`src/rtl/richardjsun_counter.sv`:
```
// richardjsun_counter: 8-bit prescaled up/down counter tile with load, clear and Gray output
module richardjsun_counter (
  input  logic       clk,
  input  logic       rst_n,
  input  logic       ena,
  input  logic [7:0] ui_in,
  output logic [7:0] uo_out,
  input  logic [7:0] uio_in,
  output logic [7:0] uio_out,
  output logic [7:0] uio_oe
);
  logic [7:0] count;
  logic [2:0] pre;
  logic hold, dir, load, clr, out_mode, tick;
  logic [1:0] sel;
  logic unused;
  assign hold = ui_in[0];
  assign dir = ui_in[1];
  assign load = ui_in[2];
  assign clr = ui_in[3];
  assign sel = ui_in[5:4];
  assign out_mode = ui_in[6];
  assign unused = ui_in[7];
  // tick is decoded from the prescaler value before it increments
  assign tick = sel == 2'd0 ? 1'b1 :
                sel == 2'd1 ? pre[0] :
                sel == 2'd2 ? &pre[1:0] : &pre;
  always_ff @(posedge clk or negedge rst_n) begin
    if (!rst_n) begin
      count <= 8'h00;
      pre <= 3'd0;
    end else if (ena) begin
      if (clr) begin
        count <= 8'h00;
        pre <= 3'd0;
      end else if (load) begin
        count <= uio_in;
        pre <= 3'd0;
      end else if (!hold) begin
        pre <= pre + 3'd1;
        if (tick) count <= dir ? count - 8'd1 : count + 8'd1;
      end
    end
  end
  assign uo_out = out_mode ? count ^ (count >> 1) : count;
  assign uio_out = 8'h00;
  assign uio_oe = 8'h00;
endmodule

```
`config.mk`:
```
export PLATFORM = sky130hd
export DESIGN_NAME = richardjsun_counter
export DESIGN_NICKNAME = d
export VERILOG_FILES = /design/src/rtl/richardjsun_counter.sv
export SDC_FILE = /design/constraint.sdc
export NUM_CORES = 1
export LEC_CHECK = 0
export CAP_MARGIN = 20
export CORE_MARGIN = 5
export CORE_UTILIZATION = 48
export CTS_CLUSTER_SIZE = 28
export DETAILED_ROUTE_END_ITERATION = 6
export PLACE_DENSITY_LB_ADDON = 0.08
export REMOVE_ABC_BUFFERS = 1
export SKIP_LAST_GASP = 1
export SYNTH_ARGS = -nofsm -noshare
export SYNTH_HDL_FRONTEND = slang
export SYNTH_SLANG_ARGS = --single-unit
```
`constraint.sdc`:
```
create_clock -name clk -period 4 [get_ports clk]
set_input_delay 0.8 -clock clk [delete_from_list [all_inputs] [get_ports clk]]
set_output_delay 0.8 -clock clk [all_outputs]
set_load 0.02 [all_outputs]
```
# After elaboration in Yosys (flattened, before gate mapping)

Cells that the tools add are included.
W data, S select, Z words.

Flip-flop bits (word level): 11
Bits in latches: 0
RAM bits: 0
Bits in read-only memories: 0
Input bits: 19
Output and inout port bits: 24
Word-level logic and storage cells: 27
Memories: 0

$add $sub $neg: 3
$mul: 0
Divide/modulo/power cells: 0
Order comparisons: 0
Equality and inequality tests: 3
Shift-type cells: 0
Mux-type cells: 12
Bitwise logic cells: 1
Reductions and logical operators: 6

Operators with widths:

| operator              | count |
|---|---|
| $mux W8               | 6 |
| $mux W3               | 3 |
| $add A8 B1 Y8 const B | 1 |
| $sub A8 B1 Y8 const B | 1 |
| $xor A8 B7 Y8         | 1 |
| $reduce_and A3 Y1     | 2 |
| $reduce_and A2 Y1     | 2 |
| $add A3 B1 Y3 const B | 1 |
| $mux W1               | 3 |
| $ne A3 B1 Y1 const B  | 1 |
| $reduce_bool A3 Y1    | 1 |
| $eq A2 B1 Y1 const B  | 1 |
| $eq A2 B2 Y1 const B  | 1 |
| $logic_not A2 Y1      | 1 |

# Depth between registers and ports, before layout

Gate-level depths: netlist of the first run.

Depth in word-level cells: 8
Mapped depth: 8
Mapped depth without buffers: 7

# Worst setup path before layout of the first run

OpenSTA, ideal clock, no wires.

Kind: input -> register
Start: input port ui_in[1]
End: register count[6]
Setup time: 0.067 ns
Arrival time: 2.182 ns
Required time: 3.933 ns
Slack: 1.751 ns
Stages: 6
Path buffers: 0
Path through: ha_1 > nor2b_4 > o31a_1 > or4b_1 > nand4_1 > a32o_1

Word-level cells in the longest chain between the ends: 5

RTL lines:

| element                | line | source |
|---|---|---|
| start: declaration     | 6    | `input logic [7:0] ui_in,` |
| $mux W8 (2 in series)  | 41   | `if (tick) count <= dir ? count - 8'd1 : count + 8'd1;` |
| $mux W8                | 39   | `end else if (!hold) begin` |
| $mux W8                | 36   | `end else if (load) begin` |
| $mux W8                | 33   | `if (clr) begin` |
| end signal: assignment | 37   | `count <= uio_in;` |
| end signal: assignment | 41   |  |
| end: declaration       | 12   | `logic [7:0] count;` |

Every way passes these cells. The select of a mux whose other input is x is not followed.
A chain may end at the register's enable or synchronous reset.

# Worst setup path in the final report of the first run

Start: input port ui_in[6]
End: output port uo_out[4]

Word-level cells in the longest chain between the ends: 1

RTL lines:

| element          | line | source |
|---|---|---|
| $mux W8          | 45   | `assign uo_out = out_mode ? count ^ (count >> 1) : count;` |
| end: declaration | 7    | `output logic [7:0] uo_out,` |

Every way passes these cells.

==> flow_results.org, run 1 <==
** Die
- Floorplan row count :: 17
- Die boundary width :: a little under 60 um
- Boundary Pins :: 43
- Full die area :: about 0.0035 sq mm
- Height of the chip :: a little under 60 um
- Once the floorplan was initialized, standard cells occupied approximately half of the core.
- The floorplan step defined a core boundary enclosing 0.00225 sq mm.

** Route
- Total length of routed wires :: between 2000 and 3000 um
- Initial drt markers :: 21
- Dividing the detail-routed via count by the number of cells gives 5.40.
- The first detailed-routing pass took 4 iterations.
- Routed via count :: roughly 1000
- The count of nets left with antenna violations once routing finished came out at 0.
- For this run, design rule violations remaining after detail routing come to 0.
- After detailed routing, the average wire length per cell comes to between 10 and 15 um.

** Min path
- Hold depth :: 1
- In this run the worst hold path is classified as reg -> reg.
- Startpoint of the worst hold path :: pre[2]

** Setup path
- Type of the setup path with the least slack :: in -> out
- CP peak stage delay :: 0.64 ns
- In this design, the critical path's most frequently occurring cell is clkdlybuf4s50_1.
- Master of the slowest instance on the critical path :: clkdlybuf4s50_1
- Arr. time, crit path :: 2.33 ns
- Critical path depth :: 4
- Cells along the critical path :: clkdlybuf4s50_1, nand2_1, xnor2_1, clkdlybuf4s50_1
- Along the worst path, the maximum fanout reaches 7.
- The startpoint identified for the worst register-to-register timing path is pre[0].
- STA classifies the critical path startpoint as an input port.
- The critical path contains buffers and inverters numbering 2 combined.
- STA puts the critical path data required time at around 3.2 ns.
- CP top delay family :: buffers and inverters
- The number of cells on the worst reg-to-reg path is 8.
- The worst setup path is captured at a primary output.
- Reg-to-reg slack, setup :: 2.00 ns
- In this run the worst setup path begins at ui_in[6].

** Global route
- Summed over all layers, the global routing overflow is 0.
- Maximum number of pins on one net before global-route repair :: 16
- Wire length of the first global-routing pass :: between 4000 and 5000 um
- Busiest layer in global routing :: met2
- GRT met3 Usage :: approximately 6.4%
- Number of global-route vias before repair :: just over 1000
- For this run, the total global-route usage over all layers was measured as 16.7%.
- Global-route track usage on met2 :: a little over a quarter
- Initial antenna violation count :: 0
- GR Layer Usage met1 :: a little over a fifth

** Timing
- Fmax :: 319 MHz
- Setup violations remaining at the end of the flow were counted as 0.
- Final hold vios :: 0
- The number of slew-limit violations in the final report came to 0.
- Remaining max-slew budget at the tightest pin :: between 60% and 70%
- Final worst path period share :: between 70% and 80%
- Adding up every negative setup slack in the final design gives 0 ns.
- Pin slew with the least headroom to its limit :: about 0.54 ns
- Hold is met by 0.518 ns.
- Clock skew on the completed layout was measured at around 0.0083 ns.
- Clock period minus worst slack :: approximately 3.1 ns
- Setup repair after global routing left no endpoint under its margin.

** Finish
- From synthesis to final layout, the design area changed by 20.6%.
- For this run, the post-layout net count is around 190.
- Count of inserted antenna diode cells :: 0
- Filler Cells Inserted :: about 210
- Share of final-layout standard cells stronger than drive strength 1 :: 5.52%

** Synth
- Proportion of netlist area held by the largest area contributor :: between 20% and 30%
- Cell taking the most area after synthesis :: dfrtp_1
- Among all flip-flop cells after synthesis, the most frequent one is dfrtp_1.
- Yosys mapped the design onto 46 distinct sky130hd cell types.
- During synthesis, Yosys emitted a total of 0 warnings.
- After synthesis the cells add up to about 0.0011 sq mm.
- Post-synthesis area per instance :: 8.32 sq um
- Leading cell type by number of instances after synthesis :: buf_4
- Post-synthesis register bit count :: 11
- Main area contributors after synthesis :: dfrtp_1, buf_4, ha_1
- The synthesized design contains 0 enable-type register cells.
- Sequential cell area fraction in the yosys report :: about a quarter
- Top cell types by occurrence after synthesis :: buf_4, nand2_1, dfrtp_1
- Post-synth ARST share :: 100%
- The cell count after synthesis came out at 138.

** Power
- Worst voltage drop across the vdd grid :: a little over 0.2 mV
- In this run the static leakage power is roughly 0.62 nW.
- In this run the power density over the cells is 323 mW/mm^2.

** Clock network
- After clock tree synthesis, the clock-pin slew on the worst setup and hold paths is 0.08 ns.
- Number of buffers inserted for hold repair after clock tree synthesis :: 0
- The longest clock path from root to sink contains 2 buffers.
- In this run the clock root is driven by a clkbuf_4.
- Htree depth :: 1
- Buffers added to address setup during post-CTS repair amount to 0.
- Counting the buffers created by CTS gives 3.
- The clock net in this run drives a total of 11 sinks.
- Once the clock tree was built, the resizer swapped 0 gates to a different size.
- At the later pin of the worst-skew pair, clock insertion delay measures 0.28 ns.
- TritonCTS built the clock tree.

** Place
- Number of I/O port buffers :: 25
- After legalization and detailed placement, the total HPWL measured around 2200 um.
- The congestion estimate from routability-driven global placement came to around 0.81.

** Job
- Max-cap violation count :: 0

** Status
- The flow ran to the end, and the final reports show no timing, DRC or antenna violations.
==> power breakdown <==
part / internal, mW / total, mW / switching (mW)
combinational: 0.109 / 0.232 / 0.123
clock: 0.0371 / 0.0775 / 0.0404
sequential: 0.123 / 0.139 / 0.0161
total: 0.269 / 0.448 / 0.179
==> flip-flops by register name, indices dropped and copies added, names as in the netlist <==
| name | count |
|---|---|
| pre | 3 |
| count | 8 |
==> kinds of logic (layout without fill, tap and decap cells) <==
group           Yosys count  after routing  synth area share, %
fa+ha+maj                 9              9                 10.5
compound gates           38             38                 23.6
other cells               1             16                0.326
xor+xnor                  8              8                 6.10
simple gates             42             42                 19.2
mux                       2              2                 1.85
flops                    11             11                 24.0
buf+inv                  27             37                 14.5
==> per-stage QoR <==
step / std cells / instance area (sq um) / util (%) / setup WS, ns / total power [mW]
after floorplan: 133 / 1060 / - / 1.75 / 0.286
after CTS: 191 / 1390 / 61.4 / 0.845 / 0.452
final: 191 / 1390 / 61.4 / 0.867 / 0.448
after global routing: 191 / 1390 / 61.4 / 0.786 / 0.481
after global placement: 187 / 1360 / 60.2 / 0.880 / 0.366
after detailed placement: 187 / 1360 / 60.2 / 0.850 / 0.372
==> layer usage <==
layer | wire length [um] | share of wire, %
met4 | 0 | 0
met5 | 0 | 0
met2 | 1220 | 45
met3 | 250 | 9.3
met1 | 1220 | 45
==> cell usage in the layout, fill, tap and decap left out, drive strengths merged, types with 2 or more instances in the layout <==
cell           Yosys  final
inv                7      7
nor3               3      3
a211oi             4      4
nand2             16     16
clkbuf             2      3
clkdlybuf4s50      0     25
ha                 8      8
o21ai              7      7
a22o               2      2
a21oi              8      8
o31ai              4      4
nor2               6      6
dfrtp             11     11
conb               1     16
nor2b              5      5
xnor2              7      7
nand2b             3      3
nand4              2      2
==> path summary, 6_finish.rpt <==
kind,end
worst max-delay path,uo_out[4]
worst min-delay path,pre[2]
worst max register to register,count[6]
worst min register to register,pre[2]
max in group asynchronous,count[3]
min in group asynchronous,count[6]
==> final cells by class <==
| type | count | area, sq um | area share (%) |
|---|---|---|---|
| multi-input cells | 115 | 763 | 55.1 |
| flip-flops and latches | 11 | 275 | 19.9 |
| repair buffers | 26 | 258 | 18.6 |
| well taps | 28 | 35.0 | 2.53 |
| inverters | 7 | 26.3 | 1.90 |
| clock buffers | 3 | 22.5 | 1.63 |
| clock inverters | 1 | 5.00 | 0.361 |
==> worst reg2reg max path: stages, from the launching register on <==
cell and delay, ns:
dfrtp_1 0.41, ha_1 0.22, ha_1 0.18, mux2i_1 0.16, a211oi_2 0.11, o21ai_1 0.27, buf_4 0.23, nor2_1 0.05
a32o_1 0.26
(Power assumes the default switching activity.)
==> run 2, diff against run 1 <==
--- a/config.mk
+++ b/config.mk
@@ -7,7 +7,7 @@
 export LEC_CHECK = 0
 export CAP_MARGIN = 20
 export CORE_MARGIN = 5
-export CORE_UTILIZATION = 48
+export CORE_UTILIZATION = 44
 export CTS_CLUSTER_SIZE = 28
 export DETAILED_ROUTE_END_ITERATION = 6
 export PLACE_DENSITY_LB_ADDON = 0.08
==> constraint.sdc (replaced) <==
create_clock -name clk -period 3.03 [get_ports clk]
set_input_delay 0.606 -clock clk [delete_from_list [all_inputs] [get_ports clk]]
set_output_delay 0.606 -clock clk [all_outputs]
set_load 0.02 [all_outputs]
==> flow_results.org, run 2 (synthesized netlist as in run 1, its figures left out) <==
** Setup path
- Maximum net fanout on the critical path :: 7
- In this run the critical register-to-register path is launched from count[2].
- Crit end category :: primary output
- Data arrives at the worst endpoint at ~2.1 ns.
- The worst register-to-register path has a depth of 6.
- Crit path launch type :: input port
- Critical R2R Capture :: count[6]
- Across all register-to-register paths, the minimum setup slack is ~1.1 ns.
- Type of the setup path with the least slack :: in -> out
- STA puts the critical path data required time at ~2.4 ns.

** Die
- The die covers 0.00373 sq mm.
- The floorplan step set the die height to roughly 61 um.
- During I/O placement, the number of pins put on the boundary was 43.
- Floorplan row count :: 18
- Effective utilization at floorplan :: a little under half
- Measured along the x axis, the die boundary spans between 60 and 70 um.
- Core area :: 0.00248 sq mm

** Timing
- Final hold vios :: 0
- Adding up every negative setup slack in the final design gives 0 ns.
- On the final layout, the worst clock skew is between 0.001 and 0.0015 ns.
- Static timing analysis puts the maximum clock frequency at 368 MHz.
- Final worst path period share :: ~90%
- At the pin with the least slew margin, the transition time is about 0.53 ns.
- Measured against its own limit, the worst slew margin works out to 64.5%.
- Final hold analysis gives a worst-case slack of about 0.5 ns.
- Setup repair after global routing left no endpoint under its margin.
- Setup violations remaining at the end of the flow were counted as 0.
- Count of final max-slew check failures :: 0
- After layout, the minimum clock period comes to roughly 2.7 ns.

** Global route
- Initial antenna violation count :: 0
- For met3 alone, demand over resource in global routing was between 4 and 5%.
- GR Layer Usage met1 :: between 10% and 20%
- Global routing consumed, over all layers together, about 16% of the routing resources.
- Wire length of the first global-routing pass :: about 4400 um
- The number of global-route vias before repair was between 900 and 1000.
- In the global route stage, met2 resource usage came out at a little over a quarter.
- In this run the most used layer during global routing was met2.
- Entering global routing, the biggest net connects 13 pins.
- The total overflow left after global routing is 0.

** Clock network
- For this design, the sink count on the clock tree is 11.
- Number of buffers inserted for hold repair after clock tree synthesis :: 0
- Clk buf depth :: 2
- Buffer count from post-CTS setup fixing :: 0
- CTS built an H-tree with a depth of 1.
- Clock buffers created by TritonCTS :: 3
- CTS tree :: yes
- The root buffer cell chosen for the clock tree is clkbuf_4.
- Later-pin clock latency in the skew report :: ~0.27 ns
- Post-cts gate resize count :: 0
- Clock-pin slew was measured on the worst setup and hold paths at around 0.070 ns.

** Finish
- Share of final-layout standard cells stronger than drive strength 1 :: under 10%
- In the final layout, the registers with the most flip-flops are count x8, pre x3.
- Summed area of non-filler cells in the final layout :: about 0.0014 sq mm
- Number of nets in the layout :: about 190
- Leaving out fill and tap cells, the most frequent cell in the layout is clkdlybuf4s50_1.
- Number of flip-flops under the largest register name :: 8
- The repair_antennas step left the layout with diodes totalling 0.
- Excluding fillers, the count of instances in the completed layout stands at just under 200.
- Relative to the synthesized area, the layout overhead comes to 21.4%.
- Register bank with the most flops :: count
- Commonest non-fill, non-tap cells in the layout :: clkdlybuf4s50_1, nand2_1, conb_1

** Job
- Max-cap violation count :: 0

** Route
- Dividing the detail-routed wire length by the instance count gives about 14 um.
- Routed via count :: ~1000
- In this run the remaining antenna-violating nets after routing total 0.
- After detailed routing, the number of vias per cell comes to approximately 5.4.
- Total length of routed wires :: roughly 2700 um
- Initial drt markers :: 37
- The pre-antenna-repair detailed-routing pass consisted of 4 iterations.
- In the routed design, unresolved DRC markers number 0.

** Place
- Routability-driven placement finished with a final weighted congestion of 0.772.
- Cell Count Post-Placement :: 190
- During placement, the flow inserted port buffers numbering 25.
- Once detailed placement completed, the half-perimeter wirelength came to between 2000 and 2500 um.
- After detailed placement, the total cell area comes to roughly 0.0014 sq mm.

** Min path
- In this run the most critical hold path is launched from pre[2].
- Counting instances, the worst hold path has a depth of 1.
- In this run the worst hold path is classified as reg -> reg.
- The path with the worst hold slack has its endpoint at pre[2].

** Power
- Across the VDD grid, the largest voltage drop is approximately 0.29 mV.
- Total power of the final layout :: between 500 and 600 uW
- In this run the static leakage power is just over 0.6 nW.
- For this design the ratio of total power to cell area is between 400 and 500 mW/mm^2.

** Status
- Status :: finished, final reports clean
==> run 2: worst max-delay path by stage <==
stage | startpoint | endpoint | slack (ns) | cells after the start
after floorplan | ui_in[1] | count[6] | 0.97 | 6
after global placement | ui_in[1] | count[6] | 0.19 | 7
after detailed placement | ui_in[1] | count[6] | 0.16 | 7
after CTS | ui_in[6] | uo_out[6] | 0.29 | 4
after global routing | ui_in[6] | uo_out[6] | 0.21 | 4
final | ui_in[6] | uo_out[6] | 0.31 | 4
==> run 2: critical path: stages <==
cell and delay [ns]:
clkdlybuf4s50_1 0.63, nand2_1 0.11, xnor2_1 0.15, clkdlybuf4s50_1 0.62
==> run 2: final cells by class <==
class,count,area (sq um)
clock buffer,4,26.3
fill,245,1080
inverter,7,26.3
multi-input combinational,115,763
sequential,11,275
tap,30,37.5
timing repair buffer,27,265
==> run 2: routing by layer <==
layer,up-vias,share of wire [%]
met1,485,44
met4,0,0.71
met3,3,10
met2,43,45
li1,515,-
met5,-,0
==> run 2: power breakdown <==
part	leakage, nW	switching (mW)	internal, mW
sequential	0.145	0.0215	0.162
combinational	0.462	0.160	0.144
clock	0.0150	0.0514	0.0510
==> run 2: stage by stage <==
step / setup WS (ns) / util, %
2_1_floorplan: 0.972 / -
3_3_place_gp: 0.193 / 55.2
3_5_place_dp: 0.161 / 55.2
5_1_grt: 0.213 / 56.3
6_report: 0.310 / 56.3
4_1_cts: 0.293 / 56.3
